--- src/rtl/ua_receiver_if.sv ---
// Received-byte handshake bundle between the UART receiver and its consumer.
// The receiver drives the byte and status flags; the consumer returns dout_ack.
interface ua_receiver_if #(
  parameter int DATA_BITS = 8
);
  logic [DATA_BITS-1:0] dout_byte;
  logic                 dout_valid;
  logic                 dout_ack;
  logic                 frame_err;
  logic                 overrun;

  modport master (
    output dout_byte,
    output dout_valid,
    output frame_err,
    output overrun,
    input  dout_ack
  );

  modport slave (
    input  dout_byte,
    input  dout_valid,
    input  frame_err,
    input  overrun,
    output dout_ack
  );
endinterface

--- src/rtl/ua_receiver.sv ---
// 8N1 LSB-first asynchronous serial receiver. It runs on the same oversample
// enable tick as the companion transmitter. The start bit is validated at its
// midpoint, and each data bit and the stop bit are sampled one full bit period
// after the previous sample. The result is presented with a valid/ack handshake.
module ua_receiver #(
  parameter int OVERSAMPLE = 16,
  parameter int DATA_BITS  = 8
) (
  input  logic           clk,
  input  logic           rst_n,
  input  logic           enable,
  input  logic           ser_in,
  output logic           rx_busy,
  ua_receiver_if.master  rx_if
);

  localparam int CNT_W = $clog2(OVERSAMPLE);
  localparam int IDX_W = $clog2(DATA_BITS + 1);

  localparam logic [CNT_W-1:0] CNT_HALF = CNT_W'(OVERSAMPLE / 2 - 1);
  localparam logic [CNT_W-1:0] CNT_FULL = CNT_W'(OVERSAMPLE - 1);
  localparam logic [CNT_W-1:0] CNT_ONE  = CNT_W'(1);
  localparam logic [IDX_W-1:0] IDX_LAST = IDX_W'(DATA_BITS - 1);
  localparam logic [IDX_W-1:0] IDX_ONE  = IDX_W'(1);

  typedef enum logic [1:0] {
    ST_IDLE,
    ST_START,
    ST_DATA,
    ST_STOP
  } state_t;

  state_t                 state_q, state_d;
  logic [CNT_W-1:0]       cnt_q, cnt_d;
  logic [IDX_W-1:0]       idx_q, idx_d;
  logic [DATA_BITS-1:0]   shift_q, shift_d;
  logic                   load;
  logic                   ferr;

  logic                   rx_sync_p0;
  logic                   rx_s;

  // Two-flop synchroniser; idle-high reset value so reset is not seen as a start bit
  always_ff @(posedge clk or negedge rst_n) begin
    if (!rst_n) begin
      rx_sync_p0 <= 1'b1;
      rx_s       <= 1'b1;
    end else begin
      rx_sync_p0 <= ser_in;
      rx_s       <= rx_sync_p0;
    end
  end

  // Frame state, oversample counter, bit index and shift register
  always_ff @(posedge clk or negedge rst_n) begin
    if (!rst_n) begin
      state_q <= ST_IDLE;
      cnt_q   <= '0;
      idx_q   <= '0;
      shift_q <= '0;
    end else begin
      state_q <= state_d;
      cnt_q   <= cnt_d;
      idx_q   <= idx_d;
      shift_q <= shift_d;
    end
  end

  // Next-state decode; nothing moves on clocks without an oversample tick
  always_comb begin
    state_d = state_q;
    cnt_d   = cnt_q;
    idx_d   = idx_q;
    shift_d = shift_q;
    load    = 1'b0;
    ferr    = 1'b0;
    if (enable) begin
      case (state_q)
        ST_IDLE: begin
          if (!rx_s) begin
            state_d = ST_START;
            cnt_d   = '0;
          end
        end
        ST_START: begin
          if (cnt_q == CNT_HALF) begin
            if (rx_s) begin
              // Line went high again before mid start bit: treat it as a glitch
              state_d = ST_IDLE;
            end else begin
              cnt_d   = '0;
              idx_d   = '0;
              state_d = ST_DATA;
            end
          end else begin
            cnt_d = cnt_q + CNT_ONE;
          end
        end
        ST_DATA: begin
          if (cnt_q == CNT_FULL) begin
            // LSB arrives first, so shifting right leaves it in bit 0
            shift_d = {rx_s, shift_q[DATA_BITS-1:1]};
            cnt_d   = '0;
            idx_d   = idx_q + IDX_ONE;
            if (idx_q == IDX_LAST) begin
              state_d = ST_STOP;
            end
          end else begin
            cnt_d = cnt_q + CNT_ONE;
          end
        end
        ST_STOP: begin
          if (cnt_q == CNT_FULL) begin
            // Leave at mid stop bit so a back-to-back start edge is not missed
            state_d = ST_IDLE;
            cnt_d   = '0;
            if (rx_s) begin
              load = 1'b1;
            end else begin
              ferr = 1'b1;
            end
          end else begin
            cnt_d = cnt_q + CNT_ONE;
          end
        end
        default: begin
          state_d = ST_IDLE;
        end
      endcase
    end
  end

  assign rx_busy = (state_q != ST_IDLE);

  // Output handshake runs every clock; a new byte takes priority over an ack
  always_ff @(posedge clk or negedge rst_n) begin
    if (!rst_n) begin
      rx_if.dout_byte  <= '0;
      rx_if.dout_valid <= 1'b0;
      rx_if.overrun    <= 1'b0;
      rx_if.frame_err  <= 1'b0;
    end else begin
      rx_if.frame_err <= ferr;
      if (load) begin
        rx_if.dout_byte  <= shift_q;
        rx_if.dout_valid <= 1'b1;
        if (rx_if.dout_ack) begin
          rx_if.overrun <= 1'b0;
        end else if (rx_if.dout_valid) begin
          rx_if.overrun <= 1'b1;
        end
      end else if (rx_if.dout_ack) begin
        rx_if.dout_valid <= 1'b0;
        rx_if.overrun    <= 1'b0;
      end
    end
  end

endmodule

--- src/flat_wrapper.sv ---
// flat-port wrapper written by rule: the top's interface ports become plain ports
module ua_receiver_flat 
#(
  parameter int OVERSAMPLE = 16,
  parameter int DATA_BITS  = 8
)
  (clk, rst_n, enable, ser_in, rx_busy, rx_if_dout_byte, rx_if_dout_valid, rx_if_frame_err, rx_if_overrun, rx_if_dout_ack);
  ua_receiver_if #(.DATA_BITS(DATA_BITS)) rx_if_i ();
  input  logic clk;
  input  logic rst_n;
  input  logic enable;
  input  logic ser_in;
  output logic rx_busy;
  output wire logic [$bits(rx_if_i.dout_byte)-1:0] rx_if_dout_byte;
  output wire logic [$bits(rx_if_i.dout_valid)-1:0] rx_if_dout_valid;
  output wire logic [$bits(rx_if_i.frame_err)-1:0] rx_if_frame_err;
  output wire logic [$bits(rx_if_i.overrun)-1:0] rx_if_overrun;
  input wire logic [$bits(rx_if_i.dout_ack)-1:0] rx_if_dout_ack;
  assign rx_if_dout_byte = rx_if_i.dout_byte;
  assign rx_if_dout_valid = rx_if_i.dout_valid;
  assign rx_if_frame_err = rx_if_i.frame_err;
  assign rx_if_overrun = rx_if_i.overrun;
  assign rx_if_i.dout_ack = rx_if_dout_ack;
  ua_receiver #(.OVERSAMPLE(OVERSAMPLE), .DATA_BITS(DATA_BITS)) u_core (.clk(clk), .rst_n(rst_n), .enable(enable), .ser_in(ser_in), .rx_busy(rx_busy), .rx_if(rx_if_i));
endmodule
--- config.mk ---
export PLATFORM = sky130hd
export DESIGN_NAME = ua_receiver_flat
export DESIGN_NICKNAME = d
export VERILOG_FILES = /design/src/rtl/ua_receiver_if.sv /design/src/rtl/ua_receiver.sv /design/src/flat_wrapper.sv
export SDC_FILE = /design/constraint.sdc
export NUM_CORES = 1
export LEC_CHECK = 0
export CAP_MARGIN = 20
export CORE_MARGIN = 5
export CORE_UTILIZATION = 40
export DETAILED_ROUTE_END_ITERATION = 10
export HOLD_SLACK_MARGIN = 0.08
export PLACE_DENSITY_LB_ADDON = 0.15
export SLEW_MARGIN = 20
export SYNTH_ARGS = -nofsm -noshare
export SYNTH_HDL_FRONTEND = slang
export SYNTH_SLANG_ARGS = --single-unit
--- constraint.sdc ---
create_clock -name clk -period 2.9 [get_ports clk]
set_clock_uncertainty 0.05 [all_clocks]
set_input_delay 0.58 -clock clk [delete_from_list [all_inputs] [get_ports clk]]
set_output_delay 0.58 -clock clk [all_outputs]
set_load 0.01 [all_outputs]
== Word-level counts from Yosys, hierarchy flattened ==
Index checks and enable logic that the tools add are counted.

* Add/sub/neg operators: 2
* Eq/ne operators: 12
* Mux-type cells: 28
* Reduce and logical (&&, ||, !) cells: 10

{| class="wikitable"
|+ Operators with widths
! operator !! number
|-
| $mux W4 || 6
|-
| $mux W1 || 13
|-
| $mux W2 || 6
|-
| $pmux W4 S3 || 1
|-
| $add A4 B1 Y4 const B || 2
|-
| $eq A4 B3 Y1 const B || 2
|-
| $ne A2 B1 Y1 const B || 4
|-
| $pmux W2 S4 || 1
|-
| $pmux W4 S2 || 1
|-
| $reduce_bool A2 Y1 || 4
|-
| $reduce_and A6 Y1 || 1
|-
| $reduce_and A5 Y1 || 1
|-
| $eq A2 B2 Y1 const B || 2
|-
| $eq A4 B4 Y1 const B || 1
|-
| $ne A2 B2 Y1 const B || 2
|-
| $reduce_and A3 Y1 || 1
|-
| $eq A2 B1 Y1 const B || 1
|-
| $logic_not A2 Y1 || 1
|-
| $reduce_and A2 Y1 || 1
|-
| $reduce_or A2 Y1 || 1
|}

* Flip-flop bits (word level): 31
* Input port bits: 5
* Output and inout bits: 12
* Word-level logic and storage cells: 62

== Logic depth before layout (Yosys ltp) ==
* Word-level depth: 6
* Depth in mapped cells: 6
* Depth with buffers taken out: 5

== Least setup slack after synthesis ==
OpenSTA, ideal clock, no wires.

* Kind: input port to flip-flop
* From: in enable
* To: reg u_core.rx_if.dout_byte[0]
* Library setup time: 125 ps
* Data arrival time: 1654 ps
* Data required time: 2725 ps
* Path slack: 1071 ps
* Cell stages on the path: 6
* Path buffers: 2
* Cell sequence: buf_4 and3_4 nand4_1 or2_1 buf_6 mux2_4

* Word-level cells in the longest chain between the ends: 1

{| class="wikitable"
|+ RTL lines
! item !! RTL line !! RTL
|-
| start, declared || flat_wrapper.sv:11 || <nowiki>input logic enable;</nowiki>
|-
| $mux W1 || ua_receiver.sv:77 || <nowiki>if (enable) begin</nowiki>
|-
| end signal, assigned || ua_receiver.sv:145 || <nowiki>rx_if.dout_byte <= shift_q;</nowiki>
|-
| end, declared || ua_receiver_if.sv:13 || <nowiki>output dout_byte,</nowiki>
|}

Every way passes these cells.
A chain may end at the register's enable or synchronous reset.

== Worst setup path after layout ==
* From: reg u_core.state_q[0]
* To: out rx_busy

* Word-level cells in the longest chain between the ends: 1

{| class="wikitable"
|+ RTL lines
! item !! RTL line !! RTL
|-
| start, declared || ua_receiver.sv:33 || <nowiki>state_t state_q, state_d;</nowiki>
|-
| start signal, assigned || ua_receiver.sv:62 || <nowiki>state_q <= state_d;</nowiki>
|-
| $reduce_bool A2 Y1 || ua_receiver.sv:133 || <nowiki>assign rx_busy = (state_q != ST_IDLE);</nowiki>
|-
| end, declared || flat_wrapper.sv:13 || <nowiki>output logic rx_busy;</nowiki>
|}

Every way passes these cells.

==> results.sh <==
export IMPL_vias_per_cell=5.26
export IMPL_place_area_sq_um=1600
export IMPL_status="completed"
export IMPL_synthesis_area_sq_um=1410
export IMPL_cts_hold_buffers=0
export IMPL_ys_seq_area_share_pct=55.2
export IMPL_path_class="register to output pin"
export IMPL_drt_initial_drc_count=46
export IMPL_setup_viol=0
export IMPL_final_cell_mix="dfrtp_1, clkdlybuf4s50_1, mux2_2"
export IMPL_p_total_uw=1060
export IMPL_r2r_slack_ns=0.75
export IMPL_dr_pass1_iters=4
export IMPL_totalWireLength_um=2470
export IMPL_p_leak_uw=0.000813
export IMPL_critPathMaxFanout=12
export IMPL_gp_congestion=0.770
export IMPL_ys_flop_type="dfrtp_1"
export IMPL_cellPowerDensity_nw_per_um2=630
export IMPL_chipHeight_um=69.4
export IMPL_endpoint_kind="output pin"
export IMPL_gr_total_overflow=0
export IMPL_period_needed_ns=2.33
export IMPL_grtUsageTotal_pct=11.1
export IMPL_die_w_um=69.4
export IMPL_clkSinkCount=31
export IMPL_root_buffer="clkbuf_4"
export IMPL_drc=0
export IMPL_first_global_vias=871
export IMPL_hold_viol_final=0
export IMPL_grt_pass1_wl_um=4200
export IMPL_synth_area_top_cells="dfrtp_1, mux2_2, mux2_4"
export IMPL_slew_headroom_pct=62.1
export IMPL_place_hpwl_um=1630
export IMPL_layout_drive_gt1_share_pct=25.4
export IMPL_synth_cells=110
export IMPL_coreArea_sq_um=3360
export IMPL_io_buffers=16
export IMPL_cap_violations=0
export IMPL_arrival_ns=1.70
export IMPL_syn_avg_cell_area_sq_um=12.8
export IMPL_io_pins=17
export IMPL_cts_resized_gates=0
export IMPL_rsz0062_at_grt="no"
export IMPL_cts_tree="yes"
export IMPL_clk_latency_ns=0.33
export IMPL_ys_warn_count=0
export IMPL_cp_required_ns=2.27
export IMPL_synth_nets=117
export IMPL_fin_crit_sh_pct=80.2
export IMPL_cts_clk_slew_worst_paths_ns=0.10
export IMPL_cts_setup_buffers=0
export IMPL_area_growth_syn_to_layout_pct=19.8
export IMPL_ctsLongestPathBuffers=2
export IMPL_final_util_pct=50.2
export IMPL_ctsHtreeMaxLevel=2
export IMPL_synth_edff_count=0
export IMPL_rows=21
export IMPL_antenna_found_initial=0
export IMPL_worstHoldStart="u_core.rx_sync_p0"
export IMPL_final_common_cell="dfrtp_1"
export IMPL_die_area_sq_um=4810
export IMPL_ys_types=34
export IMPL_tightest_slew_ns=0.569
export IMPL_hold_end="u_core.rx_s"
export IMPL_r2r_end="u_core.idx_q[2]"
export IMPL_maxSlewViolCount=0
export IMPL_max_freq_ghz=0.430
export IMPL_start_util_pct=41.9
export IMPL_setup_tns_ns=0
export IMPL_vias=925
export IMPL_cts_buffers=5
export IMPL_worst_hold_path_type="register to register"
export IMPL_hold_depth=0
export IMPL_r2r_start="u_core.cnt_q[0]"
export IMPL_yosys_register_bits=31
export IMPL_drtAntennaViolNets=0
export IMPL_r2r_cells=5
export IMPL_synth_top_area_share_pct=51.5
export IMPL_wl_per_cell_um=14.0
export IMPL_setup_worst_path_start="u_core.state_q[0]"
export IMPL_worst_setup_path_start_kind="register"
export IMPL_synthArstFlopShare_pct=100
export IMPL_postLayoutCellArea_sq_um=1690
export IMPL_vdd_drop_max_mv=0.336
export IMPL_finalNetCount=136
export IMPL_antennaDiodeCount=0
export IMPL_yosysTopAreaCell="dfrtp_1"
export IMPL_grt_max_degree=32
-- routing by layer --
layer	up-vias	routed length [um]	GRT usage [%]
met2	19	1050	15.7
met1	464	1200	14.1
met3	6	157	5.22
li1	436	-	-
met4	0	51	5.21
met5	-	0	0
-- area by class of cell --
type                       instances  area, sq um
sequential                        31          778
tap                               46         57.6
inverter                           4         15.0
multi-input combinational         68          569
clock inverter                     2         35.0
fill                             332         1670
clock buffer                       6         51.3
timing repair buffer              19          183
-- state kept, by name (all words and copies together) (netlist names), named ones only --
signal / cells
u_core.shift_q: 8
u_core.rx_sync_p0: 1
u_core.cnt_q: 4
u_core.rx_if.dout_byte: 8
u_core.rx_s: 1
u_core.rx_if.overrun: 1
u_core.state_q: 1
u_core.rx_if.dout_valid: 1
u_core.idx_q: 4
u_core.rx_if.frame_err: 1
-- worst max-delay path, stage by stage, from the launching register on --
cell,delay [ns]
dfrtp_1,0.51
nor2_1,0.31
inv_1,0.07
clkdlybuf4s50_1,0.48
-- how the worst max path moves through the flow --
| stage | to | slack [ns] | cells past startpoint |
|---|---|---|---|
| floorplan | u_core.rx_if.dout_byte[0] | 1.07 | 6 |
| global placement | u_core.idx_q[2] | 0.45 | 5 |
| detailed placement | u_core.idx_q[2] | 0.42 | 5 |
| CTS | rx_busy | 0.55 | 3 |
| global route | rx_busy | 0.42 | 3 |
| finish | rx_busy | 0.57 | 3 |
-- cells by family after synthesis --
logic type / count (synthesis) / share of synthesized area (%)
DFF: 31 / 55.2
and+or+nand+nor: 30 / 12.2
muxes: 19 / 17.3
AOI/OAI and AO/OA: 17 / 9.14
buffers and inverters: 11 / 4.44
adders and majority gates: 2 / 1.77
-- cell usage after synthesis (2+ instances only) --
master and number:
a211o_1 2, a221o_1 2, a22o_1 2, a31oi_1 4
and3_1 3, buf_2 2, buf_4 3, dfrtp_1 29
dfstp_2 2, ha_1 2, inv_1 4, mux2_2 11
mux2_4 8, nand2_1 5, nand2b_1 2, nand3_1 2
nand4_1 3, nor2_1 6, nor2b_1 2, nor3b_1 2
-- stage by stage --
stage | hold WS, ns | instances | setup WS [ns]
floorplan | 0.234 | 110 | 1.07
global placement | 0.297 | 168 | 0.446
detailed placement | 0.299 | 168 | 0.423
CTS | 0.313 | 176 | 0.555
global route | 0.316 | 176 | 0.423
finish | 0.311 | 176 | 0.574
-- power breakdown --
group,switching [uW],internal (uW)
combinational,76.3,91.3
clock,150,204
sequential,72.2,470
total,299,765
Note: power is estimated with default switching activity, not from simulation.
